`config.mk`:
```
export PLATFORM = sky130hd
export DESIGN_NAME = fetch_queue_unit
export DESIGN_NICKNAME = d
export VERILOG_FILES = /design/src/rtl/fetch_pkg.sv /design/src/rtl/fetch_bundle_fifo.sv /design/src/rtl/fetch_queue_unit.sv
export SDC_FILE = /design/constraint.sdc
export NUM_CORES = 1
export LEC_CHECK = 0
export CORE_MARGIN = 10
export CORE_UTILIZATION = 36
export DETAILED_ROUTE_END_ITERATION = 16
export PLACE_DENSITY_LB_ADDON = 0.15
export SLEW_MARGIN = 25
export SYNTH_ARGS = -nofsm -noshare
export SYNTH_HDL_FRONTEND = slang
export SYNTH_HIERARCHICAL = 1
export SYNTH_SLANG_ARGS = --single-unit
```
`constraint.sdc`:
```
create_clock -name clk -period 4.6 [get_ports clk]
set_input_delay 1.38 -clock clk [delete_from_list [all_inputs] [get_ports clk]]
set_output_delay 1.38 -clock clk [all_outputs]
set_load 0.01 [all_outputs]
```
`src/rtl/fetch_pkg.sv`:
```
// Shared fetch front-end definitions: default widths, the bundle record and
// the flush-source encoding used by fetch_queue_unit.
package fetch_pkg;

  localparam int PC_W_DEF    = 16;
  localparam int INST_W_DEF  = 16;
  localparam int FETCH_W_DEF = 4;

  typedef struct packed {
    logic [PC_W_DEF-1:0]                      pc;
    logic [FETCH_W_DEF-1:0][INST_W_DEF-1:0]   inst;
  } fetch_bundle_t;

  // Highest-priority active redirect source in a given cycle.
  typedef enum logic [1:0] {
    FLUSH_NONE       = 2'd0,
    FLUSH_REDIRECT   = 2'd1,
    FLUSH_MISPREDICT = 2'd2,
    FLUSH_EXTERNAL   = 2'd3
  } flush_src_e;

  function automatic logic is_full_flush(flush_src_e src);
    return (src == FLUSH_MISPREDICT) || (src == FLUSH_EXTERNAL);
  endfunction

endpackage

```
`src/rtl/fetch_bundle_fifo.sv`:
```
// Power-of-two bundle FIFO with synchronous flush, occupancy count and a
// head output that reads zero when empty.
module fetch_bundle_fifo #(
  parameter int DW    = 80,
  parameter int DEPTH = 4
) (
  input  logic                         clk,
  input  logic                         rst_n,
  input  logic                         flush_i,
  input  logic                         push_i,
  input  logic [DW-1:0]                push_data_i,
  input  logic                         pop_i,
  output logic [DW-1:0]                head_o,
  output logic [$clog2(DEPTH+1)-1:0]   count_o
);

  localparam int CW = $clog2(DEPTH+1);
  localparam int AW = $clog2(DEPTH);

  logic [DW-1:0] mem_q [DEPTH];
  logic [AW-1:0] head_q, head_d;
  logic [AW-1:0] tail_q, tail_d;
  logic [CW-1:0] count_q, count_d;
  logic          pop_ok, push_ok;

  // Push at full is only accepted when the head leaves in the same cycle.
  assign pop_ok  = pop_i & (count_q != '0);
  assign push_ok = push_i & ((count_q != CW'(DEPTH)) | pop_ok);

  always_comb begin
    head_d  = head_q;
    tail_d  = tail_q;
    count_d = count_q;
    if (flush_i) begin
      head_d  = '0;
      tail_d  = '0;
      count_d = '0;
    end else begin
      if (pop_ok)  head_d = head_q + AW'(1);
      if (push_ok) tail_d = tail_q + AW'(1);
      case ({push_ok, pop_ok})
        2'b10:   count_d = count_q + CW'(1);
        2'b01:   count_d = count_q - CW'(1);
        default: count_d = count_q;
      endcase
    end
  end

  always_ff @(posedge clk or negedge rst_n) begin
    if (!rst_n) begin
      head_q  <= '0;
      tail_q  <= '0;
      count_q <= '0;
    end else begin
      head_q  <= head_d;
      tail_q  <= tail_d;
      count_q <= count_d;
    end
  end

  always_ff @(posedge clk) begin
    if (push_ok && !flush_i) mem_q[tail_q] <= push_data_i;
  end

  assign head_o  = (count_q == '0) ? '0 : mem_q[head_q];
  assign count_o = count_q;

endmodule

```
`src/rtl/fetch_queue_unit.sv`:
```
// Sequential fetch generator with credit-limited imem requests, epoch-tagged
// responses and a bundle queue toward decode. FETCH_EXT_PC_EN adds an external PC load.
module fetch_queue_unit
  import fetch_pkg::*;
#(
  parameter int              PC_W     = PC_W_DEF,
  parameter int              INST_W   = INST_W_DEF,
  parameter int              FETCH_W  = FETCH_W_DEF,
  parameter int              QDEPTH   = 4,
  parameter logic [PC_W-1:0] RESET_PC = '0
) (
  input  logic                          clk,
  input  logic                          rst_n,
  input  logic                          has_mispredict,
  input  logic [PC_W-1:0]               pc_recovery,
  input  logic                          redirect_vld,
  input  logic [PC_W-1:0]               redirect_pc,
`ifdef FETCH_EXT_PC_EN
  input  logic                          exter_pc_en,
  input  logic [PC_W-1:0]               exter_pc,
`endif
  output logic                          imem_req,
  output logic [PC_W-1:0]               imem_addr,
  input  logic [FETCH_W*INST_W-1:0]     imem_rdata,
  output logic                          dec_vld,
  input  logic                          dec_rdy,
  output logic [PC_W-1:0]               dec_pc,
  output logic [FETCH_W*INST_W-1:0]     dec_inst,
  output logic [$clog2(QDEPTH+1)-1:0]   q_count
);

  localparam int CW = $clog2(QDEPTH+1);
  localparam int BW = FETCH_W * INST_W;

  logic [PC_W-1:0] pc_q, pc_d;
  logic [PC_W-1:0] req_pc_q, req_pc_d;
  logic            inflight_q, inflight_d;
  logic            inflight_epoch_q, inflight_epoch_d;
  logic            epoch_q, epoch_d;

  flush_src_e      flush_src;
  logic [PC_W-1:0] flush_pc;
  logic            flush, full_flush;
  logic [CW:0]     occupancy;
  logic            credit_ok, rsp_ok, pop;
  logic [PC_W+BW-1:0] head;

  always_comb begin
    flush_src = FLUSH_NONE;
    flush_pc  = redirect_pc;
`ifdef FETCH_EXT_PC_EN
    if (exter_pc_en) begin
      flush_src = FLUSH_EXTERNAL;
      flush_pc  = exter_pc;
    end else
`endif
    if (has_mispredict) begin
      flush_src = FLUSH_MISPREDICT;
      flush_pc  = pc_recovery;
    end else if (redirect_vld) begin
      flush_src = FLUSH_REDIRECT;
    end
  end

  assign flush      = (flush_src != FLUSH_NONE);
  assign full_flush = is_full_flush(flush_src);

  // A same-cycle dequeue is not credited back, so the queue can never overflow.
  assign occupancy = {1'b0, q_count} + (CW+1)'(inflight_q);
  assign credit_ok = occupancy < (CW+1)'(QDEPTH);
  assign imem_req  = rst_n & credit_ok & ~flush;
  assign imem_addr = pc_q;

  assign rsp_ok = inflight_q & (inflight_epoch_q == epoch_q) & ~flush;
  assign pop    = dec_vld & dec_rdy;

  always_comb begin
    pc_d             = pc_q;
    epoch_d          = epoch_q ^ flush;
    inflight_d       = imem_req;
    inflight_epoch_d = inflight_epoch_q;
    req_pc_d         = req_pc_q;
    if (flush) begin
      pc_d = flush_pc;
    end else if (imem_req) begin
      pc_d             = pc_q + PC_W'(FETCH_W);
      inflight_epoch_d = epoch_q;
      req_pc_d         = pc_q;
    end
  end

  always_ff @(posedge clk or negedge rst_n) begin
    if (!rst_n) begin
      pc_q             <= RESET_PC;
      req_pc_q         <= '0;
      inflight_q       <= 1'b0;
      inflight_epoch_q <= 1'b0;
      epoch_q          <= 1'b0;
    end else begin
      pc_q             <= pc_d;
      req_pc_q         <= req_pc_d;
      inflight_q       <= inflight_d;
      inflight_epoch_q <= inflight_epoch_d;
      epoch_q          <= epoch_d;
    end
  end

  fetch_bundle_fifo #(
    .DW    (PC_W + BW),
    .DEPTH (QDEPTH)
  ) u_fifo (
    .clk         (clk),
    .rst_n       (rst_n),
    .flush_i     (full_flush),
    .push_i      (rsp_ok),
    .push_data_i ({req_pc_q, imem_rdata}),
    .pop_i       (pop),
    .head_o      (head),
    .count_o     (q_count)
  );

  assign dec_vld  = (q_count != '0);
  assign dec_pc   = head[BW +: PC_W];
  assign dec_inst = head[BW-1:0];

endmodule

```
# Word level (Yosys, flattened, before mapping)
# Memories as Yosys holds them, arrays and structs flattened.
# Index checks and enable logic that the tools add are counted.
[op_classes]
addsub = 6
n_lt_le_gt_ge = 1
eq_ne = 6
mux = 14
bitwise_logic = 10
reduce_logical = 11
[op_table]
columns = ["cell", "n"]
rows = [
  ["$mux W80", 1],
  ["$mux W16", 3],
  ["$add A16 B3 Y16 const B", 1],
  ["$mux W2", 5],
  ["$reduce_bool A2 Y1", 4],
  ["$and A1 B1 Y1", 7],
  ["$eq A2 B2 Y1 const B", 3],
  ["$pmux W3 S2", 1],
  ["$reduce_bool A3 Y1", 2],
  ["$add A2 B1 Y2 const B", 2],
  ["$add A3 B1 Y4", 1],
  ["$lt A4 B3 Y1 const B", 1],
  ["$add A3 B1 Y3 const B", 1],
  ["$logic_not A3 Y1", 1],
  ["$mux W1", 3],
  ["$mux W3", 1],
  ["$ne A3 B3 Y1 const B", 1],
  ["$sub A3 B1 Y3 const B", 1],
  ["$eq A2 B1 Y1 const B", 1],
  ["$reduce_and A2 Y1", 1],
  ["$eq A1 B1 Y1", 1],
  ["$logic_and A1 B1 Y1", 1],
  ["$logic_not A1 Y1", 1],
  ["$logic_or A1 B1 Y1", 1],
  ["other kinds (3)", 3],
]
[totals]
register_bits = 42
mem_bits_rw = 320
input_bits = 101
output_inout_bits = 101
word_cells = 57
memories = 1
[memory_table]
columns = ["memory", "words", "width", "rd", "rd_ports_with_merged_regs", "wr", "line", "text"]
rows = [
  ["u_fifo.mem_q", 4, 80, 1, 0, 1, "fetch_bundle_fifo.sv:20", "logic [DW-1:0] mem_q [DEPTH];"],
]

# Depth between registers and ports, before layout
# Gate-level depths: netlist (run 1).
[logic_depth]
word_depth = 9
depth_mapped = 10
mapped_depth_nobuf = 7

# Cells and area by module
# The synthesis (run 1) kept the hierarchy.
[modules_own_cells]
columns = ["mod", "n_inst", "cells_per_inst", "area_each_um2", "seq_area_each_um2"]
rows = [
  ["fetch_bundle_fifo", 1, 568, 12663.4, 9784.4],
  ["fetch_queue_unit", 1, 174, 1803.0, 875.8],
]

# Least setup slack after synthesis (run 1)
# OpenSTA, ideal clock, no wires.
[synth_path]
path_type = "input-to-reg"
start = "in redirect_vld"
end = "mem u_fifo.mem_q[0][0] (enable)"
setup_ns = 0.447
arrival_ns = 4.648
t_required_ns = 4.153
path_slack_ns = -0.495
stages = 8
n_path_buf = 3
path_cell_list = "buf_2 nor2_1 clkbuf_1 and3_2 buf_6 inv_1 nor3_1 and2_1"
[synth_between]
elab_chain_cells = 9
elab_cells_between_ends = 13
classes_between = "eq/ne: 2; mux: 4; bitwise: 3; reduce/logical: 4"
[synth_rtl]
columns = ["item", "line", "text"]
rows = [
  ["start: declaration", "fetch_queue_unit.sv:16", "input logic redirect_vld,"],
  ["$mux W1", "fetch_queue_unit.sv:60", "end else if (redirect_vld) begin"],
  ["$mux W2", "fetch_queue_unit.sv:57", "if (has_mispredict) begin"],
  ["$reduce_bool A2 Y1", "fetch_queue_unit.sv:65", "assign flush = (flush_src != FLUSH_NONE);"],
  ["$not A1 Y1 (no line)", "n/a", ""],
  ["$and A1 B1 Y1", "fetch_queue_unit.sv:74", "assign rsp_ok = inflight_q & (inflight_epoch_q == epoch_q) & ~flush;"],
  ["via rsp_ok", "fetch_queue_unit.sv:45", "logic credit_ok, rsp_ok, pop;"],
  ["$and A1 B1 Y1", "fetch_bundle_fifo.sv:28", "assign push_ok = push_i & ((count_q != CW'(DEPTH)) | pop_ok);"],
  ["$logic_and A1 B1 Y1", "fetch_bundle_fifo.sv:62", "if (push_ok && !flush_i) mem_q[tail_q] <= push_data_i;"],
  ["$mux W1", "fetch_bundle_fifo.sv:62", ""],
  ["$mux W1 (implied by the code)", "fetch_bundle_fifo.sv:62", ""],
  ["end: declaration", "fetch_bundle_fifo.sv:20", ""],
]
# The timed path passes the listed nets, and every way through them passes these cells.

# Worst setup path in the final report (run 1)
[layout_path]
start = "reg u_fifo.head_q[0]"
end = "out dec_inst[36]"
[layout_between]
elab_chain_cells = 2
[layout_rtl]
columns = ["item", "line", "text"]
rows = [
  ["start: declaration", "fetch_bundle_fifo.sv:21", "logic [AW-1:0] head_q, head_d;"],
  ["start signal: assignment", "fetch_bundle_fifo.sv:51", "head_q <= '0;"],
  ["start signal: assignment", "fetch_bundle_fifo.sv:55", "head_q <= head_d;"],
  ["$mem_v2 Z4 W80", "n/a", ""],
  ["$mux W80", "fetch_bundle_fifo.sv:65", "assign head_o = (count_q == '0) ? '0 : mem_q[head_q];"],
  ["end: declaration", "fetch_queue_unit.sv:28", "output logic [FETCH_W*INST_W-1:0] dec_inst,"],
]
# No other way between the ends.

==> results.toml, run 1 <==
[status]
status = "finished clean"

[clock_network]
cts_resized = 0
cts_inserted_buffers = 40
cts.clk_slew.worst_paths_ps = 60
htreeDepth = 2
clock_latency_ps = 520
cts_tree = "done"
ctsHoldBuffers = 0
post_cts_buffers = 0
cts_root_buf = "clkbuf_16"
clkSinkCount = 362
cts_max_path_buffers = 3

[synthesis]
yosysTopAreaCellShare_pct = 66.4
synth_xor_area_share_pct = 0.666
yosysTopAreaCell = "edfxtp_1"
synth_adder_area_share_pct = 0.571
synthTopCellsByCount = "320 x edfxtp_1, 89 x nor2b_1, 80 x mux4_2"
syn_area_per_cell_um2 = 19.5
ys.flop_type = "edfxtp_1"
synth.net_count = 849
synth_top_family_by_area = "multiplexers"
netlist_area_um2 = 14500
synthArstFlopShare_pct = 11.6
postSynthCellCount = 742
synth-simple-area-share_pct = 6.64
synth-compound-area-share_pct = 2.45
synth_mux_area_share_pct = 13.8
yosysMostFrequentCell = "edfxtp_1"
ys_types = 54
yosys_warnings = 6
yosysSeqAreaShare_pct = 73.7
synth_edf_count = 320
yosys-top-cells-area = "edfxtp_1 66%, mux4_2 12%, dfrtp_1 7.3%"
ys_ff_latch = 362

[critical_path]
critical_path_peak_fanout = 44
path_class = "flop to output pin"
regToRegSetupSlack_ps = 1710
rr_worst_depth = 7
r2r_end = "u_fifo/count_o[2]"
start_kind = "flop"
r2r_start = "u_fifo/count_o[1]"
worstPathArrival_ps = 2730
critPathCaptureType = "output pin"
required_ps = 3220

[cells_and_area]
multi_input_area_um2 = 3500
nNetsFinal = 1071
n_antenna_cell = 0
fillers = 3421
layout-drive-gt1-share_pct = 18.3
areaGrowthSynthToFinish_pct = 27.2
regArea_um2 = 10700

[routing]
drc = 0
drt_iter0_drc = 371
vias_per_cell = 4.94
totalWireLength_um = 32200
vias = 7494
wl_per_cell_um = 21.2
antenna_left = 0
firstDrtPassIters = 5

[global_route]
use_met3_pct = 3.92
grt-busiest-layer = "met2"
grtUsageMet2_pct = 21.8
grt_util_met1_pct = 17.1
grt_pass1_vias = 8301
grt_pass1_wl_um = 49800
track_usage_pct = 13.3
grt-ovfl-total = 0
antenna_found_initial = 1
grt_max_degree = 57

[sta]
clock.fmax_mhz = 243
finalWorstSetupSlack_ps = 489
finalCritPeriodShare_pct = 89.4
fin_crit_ps = 4110
rsz0062_at_grt = "false"
tns_ps = 0
drv_slew = 0
relSlewSlack_pct = 61.7
tightest_slew_ps = 575
fin_worst_skew_ps = 19.7
hold_violations = 0
setup_viol = 0

[placement]
dpl.hpwl_um = 20500
place_ws_ps = 359
finalWeightedCongestion = 0.771
io_buffer_count = 201

[die]
die_w_um = 220
ioPinCount = 202
dieArea_um2 = 48600
core_area_um2 = 39700
initial_core_util_pct = 36.4
dieHeight_um = 220
std_cell_rows = 73

[power]
totalPowerFinal_uw = 7140
leakage_uw = 0.00583
powerDensity_nw_per_um2 = 388
irDropWorstVdd_v = 0.000212

[hold_path]
hp-class = "flop to flop"
whs_path_depth = 0
hold_start = "req_pc_q[14]"
holdPathEnd = "u_fifo/mem_q[0][78]"

[job]
timing.max_cap.violations = 0
worst max-delay path: stages (launching register included):
cell	delay, ps
dfrtp_4	560
buf_12	380
mux4_2	550
nor2b_1	180
clkdlybuf4s50_1	510
placed cells by master (no fill, tap or decap), types with 5 or more instances in the layout:
cell and instances:
nand3_1 7, nand2_1 15, nor4_1 5, a211oi_1 9
mux2_2 14, o21ai_0 9, inv_1 11, or3_1 5
clkbuf_16 41, edfxtp_1 320, dfrtp_1 40, nor2b_1 89
nor2_1 9, buf_12 9, clkdlybuf4s50_1 200, clkbuf_1 12
ha_1 5, xnor2_1 7, o22ai_1 6, buf_4 12
mux4_2 80, a21oi_1 9, clkinv_1 5
stage by stage:
step	hold WS [ps]	cell area (µm²)	cells	util, %
after global routing	532	18400	1517	46.3
after floorplan	471	14500	742	-
after detailed placement	505	17100	1447	43.2
after global placement	500	17100	1447	43.2
final	514	18400	1517	46.3
after CTS	518	18400	1517	46.3
metal layers:
| layer | vias to the layer above | routed length, µm |
|---|---|---|
| li1 | 3398 | - |
| met1 | 3863 | 14100 |
| met2 | 190 | 15400 |
| met3 | 41 | 2190 |
| met4 | 2 | 499 |
| met5 | - | 7 |
where the power goes:
| part | leakage (µW) | switching, µW | internal [µW] |
|---|---|---|---|
| Combinational | 0.00184 | 128 | 178 |
| Sequential | 0.00338 | 80.1 | 3680 |
| Clock | 0.000613 | 1210 | 1860 |
| Total | 0.00583 | 1420 | 5720 |
cell type report:
class,instances,share of cell area (%)
tap,525,3.57
clock buffer,53,5.82
inverter,11,0.224
multi-input combinational,327,19.0
sequential,362,58.0
clock inverter,17,1.03
timing repair buffer,222,12.4
sequential cells by signal (all words and copies together), names as in the netlist:
register / flops
epoch_q: 1
imem_addr: 16
u_fifo/mem_q: 320
u_fifo/head_q: 2
u_fifo/count_o: 3
u_fifo/tail_q: 2
req_pc_q: 16
inflight_epoch_q: 1
inflight_q: 1
cells by family after synthesis:
logic type | Yosys count
buf+inv | 53
flops | 362
simple gates | 159
xor+xnor | 11
mux | 98
compound gates | 53
fa+ha+maj | 6
worst max-delay path by stage:
stage	end	startpoint	slack [ps]	cells past startpoint
global placement	u_fifo/mem_q[0][18]	has_mispredict	380	8
detailed placement	u_fifo/mem_q[0][17]	has_mispredict	360	8
global route	dec_inst[31]	u_fifo/head_q[0]	300	4
floorplan	u_fifo/mem_q[0][0]	redirect_vld	380	8
CTS	dec_inst[31]	u_fifo/head_q[0]	390	4
finish	dec_inst[36]	u_fifo/head_q[0]	490	4
Note: power is estimated with default switching activity, not from simulation.
==> run 2, diff against run 1 <==
--- a/config.mk
+++ b/config.mk
@@ -5,7 +5,6 @@
 export SDC_FILE = /design/constraint.sdc
 export NUM_CORES = 1
 export LEC_CHECK = 0
-export CORE_MARGIN = 10
 export CORE_UTILIZATION = 36
 export DETAILED_ROUTE_END_ITERATION = 16
 export PLACE_DENSITY_LB_ADDON = 0.15
==> results.toml, run 2 (same netlist as run 1, synthesis figures left out) <==
[status]
status = "finished clean"

[routing]
wl_per_cell_um = 20.1
drc = 0
drt_iter0_drc = 376
antenna_left = 0
met2_length_um = 15100
totalWireLength_um = 30500
firstDrtPassIters = 5
wl_met1_um = 13500
routed.top_layer = "met4"
vias_per_cell = 4.92
vias = 7494
met3_length_um = 1420

[job]
timing.max_cap.violations = 0

[critical_path]
path_class = "flop to output pin"
required_ps = 3220
critical_path_peak_fanout = 22
start_kind = "flop"
worstPathArrival_ps = 2840
critPathCaptureType = "output pin"

[power]
leakage_uw = 0.00581
irDropWorstVdd_v = 0.000200
powerDensity_nw_per_um2 = 377

[clock_network]
cts_root_buf = "clkbuf_16"
clkSinkCount = 362
ctsHoldBuffers = 0
htreeDepth = 2
clock_latency_ps = 530
cts.clk_slew.worst_paths_ps = 60
cts_resized = 0
cts_inserted_buffers = 39
post_cts_buffers = 0
cts_max_path_buffers = 3
cts_tree = "done"

[sta]
clock.fmax_mhz = 237
rsz0062_at_grt = "false"
hold_violations = 0
setup_viol = 0
drv_slew = 0
tightest_slew_ps = 700
relSlewSlack_pct = 53.3
worst_hold_slack_ps = 519
fin_worst_skew_ps = 13.8
tns_ps = 0
fin_crit_ps = 4220
finalCritPeriodShare_pct = 91.7

[global_route]
grt_max_degree = 55
track_usage_pct = 15.3
grt-ovfl-total = 0
antenna_found_initial = 0
grt_pass1_wl_um = 47500
grt_pass1_vias = 7888

[placement]
place_inst = 1452
dpl.hpwl_um = 18600
finalWeightedCongestion = 0.760
io_buffer_count = 201

[cells_and_area]
fin_cells = 1523
areaGrowthSynthToFinish_pct = 26.8
largest_reg_flops = 320
final_cell_mix = "320 x edfxtp_1, 200 x clkdlybuf4s50_1, 89 x nor2b_1, 80 x mux4_2, 40 x dfrtp_1"
final_common_cell = "edfxtp_1"
n_antenna_cell = 0
nNetsFinal = 1075
layout-drive-gt1-share_pct = 18.7
fillers = 3469
top_register = "u_fifo/mem_q"

[die]
ioPinCount = 202
dieArea_um2 = 41000
std_cell_rows = 73
dieHeight_um = 202
initial_core_util_pct = 36.5
die_w_um = 202
core_area_um2 = 39600

[hold_path]
hp-class = "flop to flop"
==> run 2: changes by cell type in the layout (fill, tap and decap cells not counted) <==
cell | before | now
buf_4 | 12 | 17
inv_4 | 1 | 0
clkbuf_1 | 12 | 9
clkinv_2 | 4 | 8
bufinv_16 | 4 | 1
clkbuf_16 | 41 | 39
clkinv_1 | 5 | 9
inv_6 | 2 | 3
clkinv_4 | 0 | 1
==> run 2: area by class of cell <==
| cell class | instances | area (µm²) | area share [%] |
|---|---|---|---|
| flip-flops and latches | 362 | 10700 | 58.2 |
| multi-input cells | 327 | 3500 | 19.1 |
| repair buffers | 227 | 2310 | 12.6 |
| clock buffers | 48 | 1010 | 5.51 |
| well taps | 525 | 657 | 3.58 |
| clock inverters | 23 | 146 | 0.798 |
| inverters | 11 | 41.3 | 0.225 |
==> run 2: stage by stage <==
step / power [µW] / instance area (µm²) / utilization, % / setup slack, ps
2_1_floorplan: 3930 / 14500 / - / 379
3_3_place_gp: 4130 / 17200 / 43.3 / 408
3_5_place_dp: 4130 / 17200 / 43.3 / 413
4_1_cts: 7020 / 18300 / 46.3 / 276
5_1_grt: 7170 / 18300 / 46.3 / 193
6_report: 6910 / 18300 / 46.3 / 380
==> run 2: path summary, 6_finish.rpt <==
| kind | from | end | slack [ps] | depth (start not counted) |
|---|---|---|---|---|
| worst max-delay path | u_fifo/head_q[0] | dec_inst[33] | 380 | 4 |
| worst min-delay path | req_pc_q[3] | u_fifo/mem_q[3][67] | 520 | 0 |
| worst max register to register | u_fifo/count_o[1] | u_fifo/count_o[2] | 1710 | 7 |
| worst min register to register | req_pc_q[3] | u_fifo/mem_q[3][67] | 520 | 0 |
| max in group asynchronous | rst_n | u_fifo/head_q[1] | 3180 | 2 |
| min in group asynchronous | rst_n | imem_addr[10] | 970 | 2 |
==> run 2: per-layer routing <==
metal	vias up	track usage, %
met5	-	0
met4	0	4.22
met3	39	3.02
met2	188	25.5
met1	3860	20.3
li1	3407	-
==> run 2: report_power, final <==
group / switching [µW] / internal, µW / leakage (µW) / total (µW)
clock: 1220 / 1620 / 0.000569 / 2850
combinational: 125 / 178 / 0.00186 / 303
sequential: 77.5 / 3680 / 0.00338 / 3760
==> run 2: critical path, stage by stage (launching register included) <==
cell,delay [ps]
dfrtp_4,760
buf_4,340
mux4_2,510
nor2b_1,170
clkdlybuf4s50_1,510
==> edit (flow settings as in run 2) <==
The option `FETCH_EXT_PC_EN` is turned on by a define.
--- a/src/rtl/fetch_queue_unit.sv
+++ b/src/rtl/fetch_queue_unit.sv
@@ -1,5 +1,7 @@
 // Sequential fetch generator with credit-limited imem requests, epoch-tagged
 // responses and a bundle queue toward decode. FETCH_EXT_PC_EN adds an external PC load.
+`define FETCH_EXT_PC_EN
+
 module fetch_queue_unit
   import fetch_pkg::*;
 #(
Ports: changed (added exter_pc and exter_pc_en); port bits go from 202 to 219. The function was not compared with the original's and may differ.
==> edit against run 2 <==
- synthesized cell count up 1.8%
- hold slack worse by 0.83 ps
- power up 1.2%
- worst setup slack worse by 0.74 ps
- area after synthesis up 1.1%
- non-clock buffer count up 22
- count of clock-buffer cells in the layout up 6
- critical path depth up 1
- sequential cell count unchanged
- wire length up 1.7%
- final area up 2.5%
- critical endpoint is now imem_req
==> edit: results (changes against run 2) <==
[critical_path]
crit_slowest_cell=clkdlybuf4s50_1  ; was dfrtp_4
crit_family=buffers and inverters  ; unchanged
critPathMaxStageDelay_ps=530  ; was 760 ps
arrival_ps=2840  ; about the same
rrSetupSlack_ps=1790  ; was 1710 ps
reg2reg_to=u_fifo/count_o[2]  ; unchanged
reg2regPathDepth=8  ; was 7
startpoint=redirect_vld  ; was u_fifo/head_q[0]
startpoint_type=input port  ; was flop
cp-endpoint=imem_req  ; was dec_inst[33]
path_max_fanout=4  ; was 22

[drt]
wl_per_cell_um=19.9  ; was 20.1 um
first_pass_iters=4  ; was 5
drt-initial-drc-count=345  ; was 376
wl_um=31100  ; was 30,500 um
viasPerCell=4.96  ; was 4.92

[placement]
place_congestion=0.781  ; was 0.760
dp_cells=1488  ; was 1,452
hpwl_um=20200  ; was 18,600 um
portBuffers=218  ; was 201

[timing]
clock_skew_ps=14.1  ; was 13.8 ps
tightest_slew_ps=564  ; was 700 ps

[logic_synthesis]
syn_area_per_cell_sq_um=19.4  ; was 19.5 sq um
synth.net_count=879  ; was 849
synthTopCellsByCount=320 x edfxtp_1, 82 x nor2b_1, 80 x mux4_2  ; was 320 x edfxtp_1, 89 x nor2b_1, 80 x mux4_2
yosysSeqAreaShare=0.729  ; was 0.737
synth.area.top_cells=edfxtp_1 66%, mux4_2 12%, dfrtp_1 7.2%, nor2b_1 3.5%, mux2_1 1.3%  ; was edfxtp_1 66%, mux4_2 12%, dfrtp_1 7.3%, nor2b_1 3.8%, mux2_2 1.1%
yosysUniqueCellTypes=63  ; was 54

[global_route]
grt_use_total=0.154  ; was 0.153
grt_pass1_vias=8046  ; was 7,888
grt_antenna_before_repair=0  ; unchanged
grt_pass1_wl_um=48200  ; was 47,500 um
grt_max_degree=51  ; was 55

[power]
peakVddDrop_mv=0.237  ; was 0.200 mV
power_leakage_nw=6.00  ; was 5.81 nW

[outcome]
status=completed  ; unchanged

[clocking]
clkTransAtPathRegs_ps=60  ; about the same
clk_latency_ps=530  ; about the same
cts_made_buffers=40  ; was 39
clockRootBuffer=clkbuf_16  ; unchanged

[cells_and_area]
top_register=u_fifo/mem_q  ; unchanged
layout-drive-gt1-share=0.175  ; was 0.187
final_nets=1129  ; was 1,075

[worst_hold_path]
holdCritStartpoint=epoch_q  ; was req_pc_q[3]
min_to=epoch_q  ; was u_fifo/mem_q[3][67]
hold_depth=1  ; was 0

[edit: kinds of logic (layout without fill, tap and decap cells)]
logic type / count (synthesis) / in the layout / share of synthesized area
AO/OA/AOI/OAI: 54 / 54 / 0.0255
XOR/XNOR: 13 / 13 / 0.00779
adder cells (fa/ha/maj): 6 / 6 / 0.00565
buffers and inverters: 50 / 328 / 0.0207
flip-flops: 362 / 362 / 0.729
multiplexers: 106 / 106 / 0.142
other: 0 / 1 / 0
AND/OR/NAND/NOR: 164 / 164 / 0.0690
[edit: final cells by class]
class / count / area (sq um)
fill: 3437 / 21100
sequential: 362 / 10700
multi-input combinational: 343 / 3670
timing repair buffer: 249 / 2560
clock buffer: 54 / 1090
tap: 525 / 657
clock inverter: 16 / 104
inverter: 9 / 33.8
antenna: 1 / 2.50
[edit: metrics by stage]
step                      hold slack [ps]  instance area (sq um)  setup WS, ps  utilization
after floorplan                       472                  14600           501            -
after global placement                496                  17600           315        0.441
after detailed placement              507                  17600           268        0.441
after CTS                             521                  18800           364        0.471
after global routing                  537                  18800           301        0.471
final                                 519                  18800           379        0.471
[edit: worst reg2reg max path: cells and delay by family (launching register included)]
family	cells	cell delay, ps
AOI/OAI and AO/OA	1	160
adders and majority gates	1	390
buffers and inverters	2	610
DFF	1	350
and+or+nand+nor	4	1210
[edit: layer usage]
layer | wire, um | global-route usage | up-vias | share of wire
li1 | - | - | 3513 | -
met2 | 15300 | 0.250 | 228 | 0.49
met1 | 13400 | 0.207 | 3954 | 0.43
met4 | 491 | 0.0400 | 0 | 0.016
met3 | 1910 | 0.0361 | 33 | 0.062
met5 | 0 | 0 | - | 0
[edit: power by group]
group / internal (mW) / switching, mW / total [mW]
Clock: 1.72 / 1.20 / 2.92
Sequential: 3.68 / 0.0908 / 3.77
Combinational: 0.179 / 0.121 / 0.300
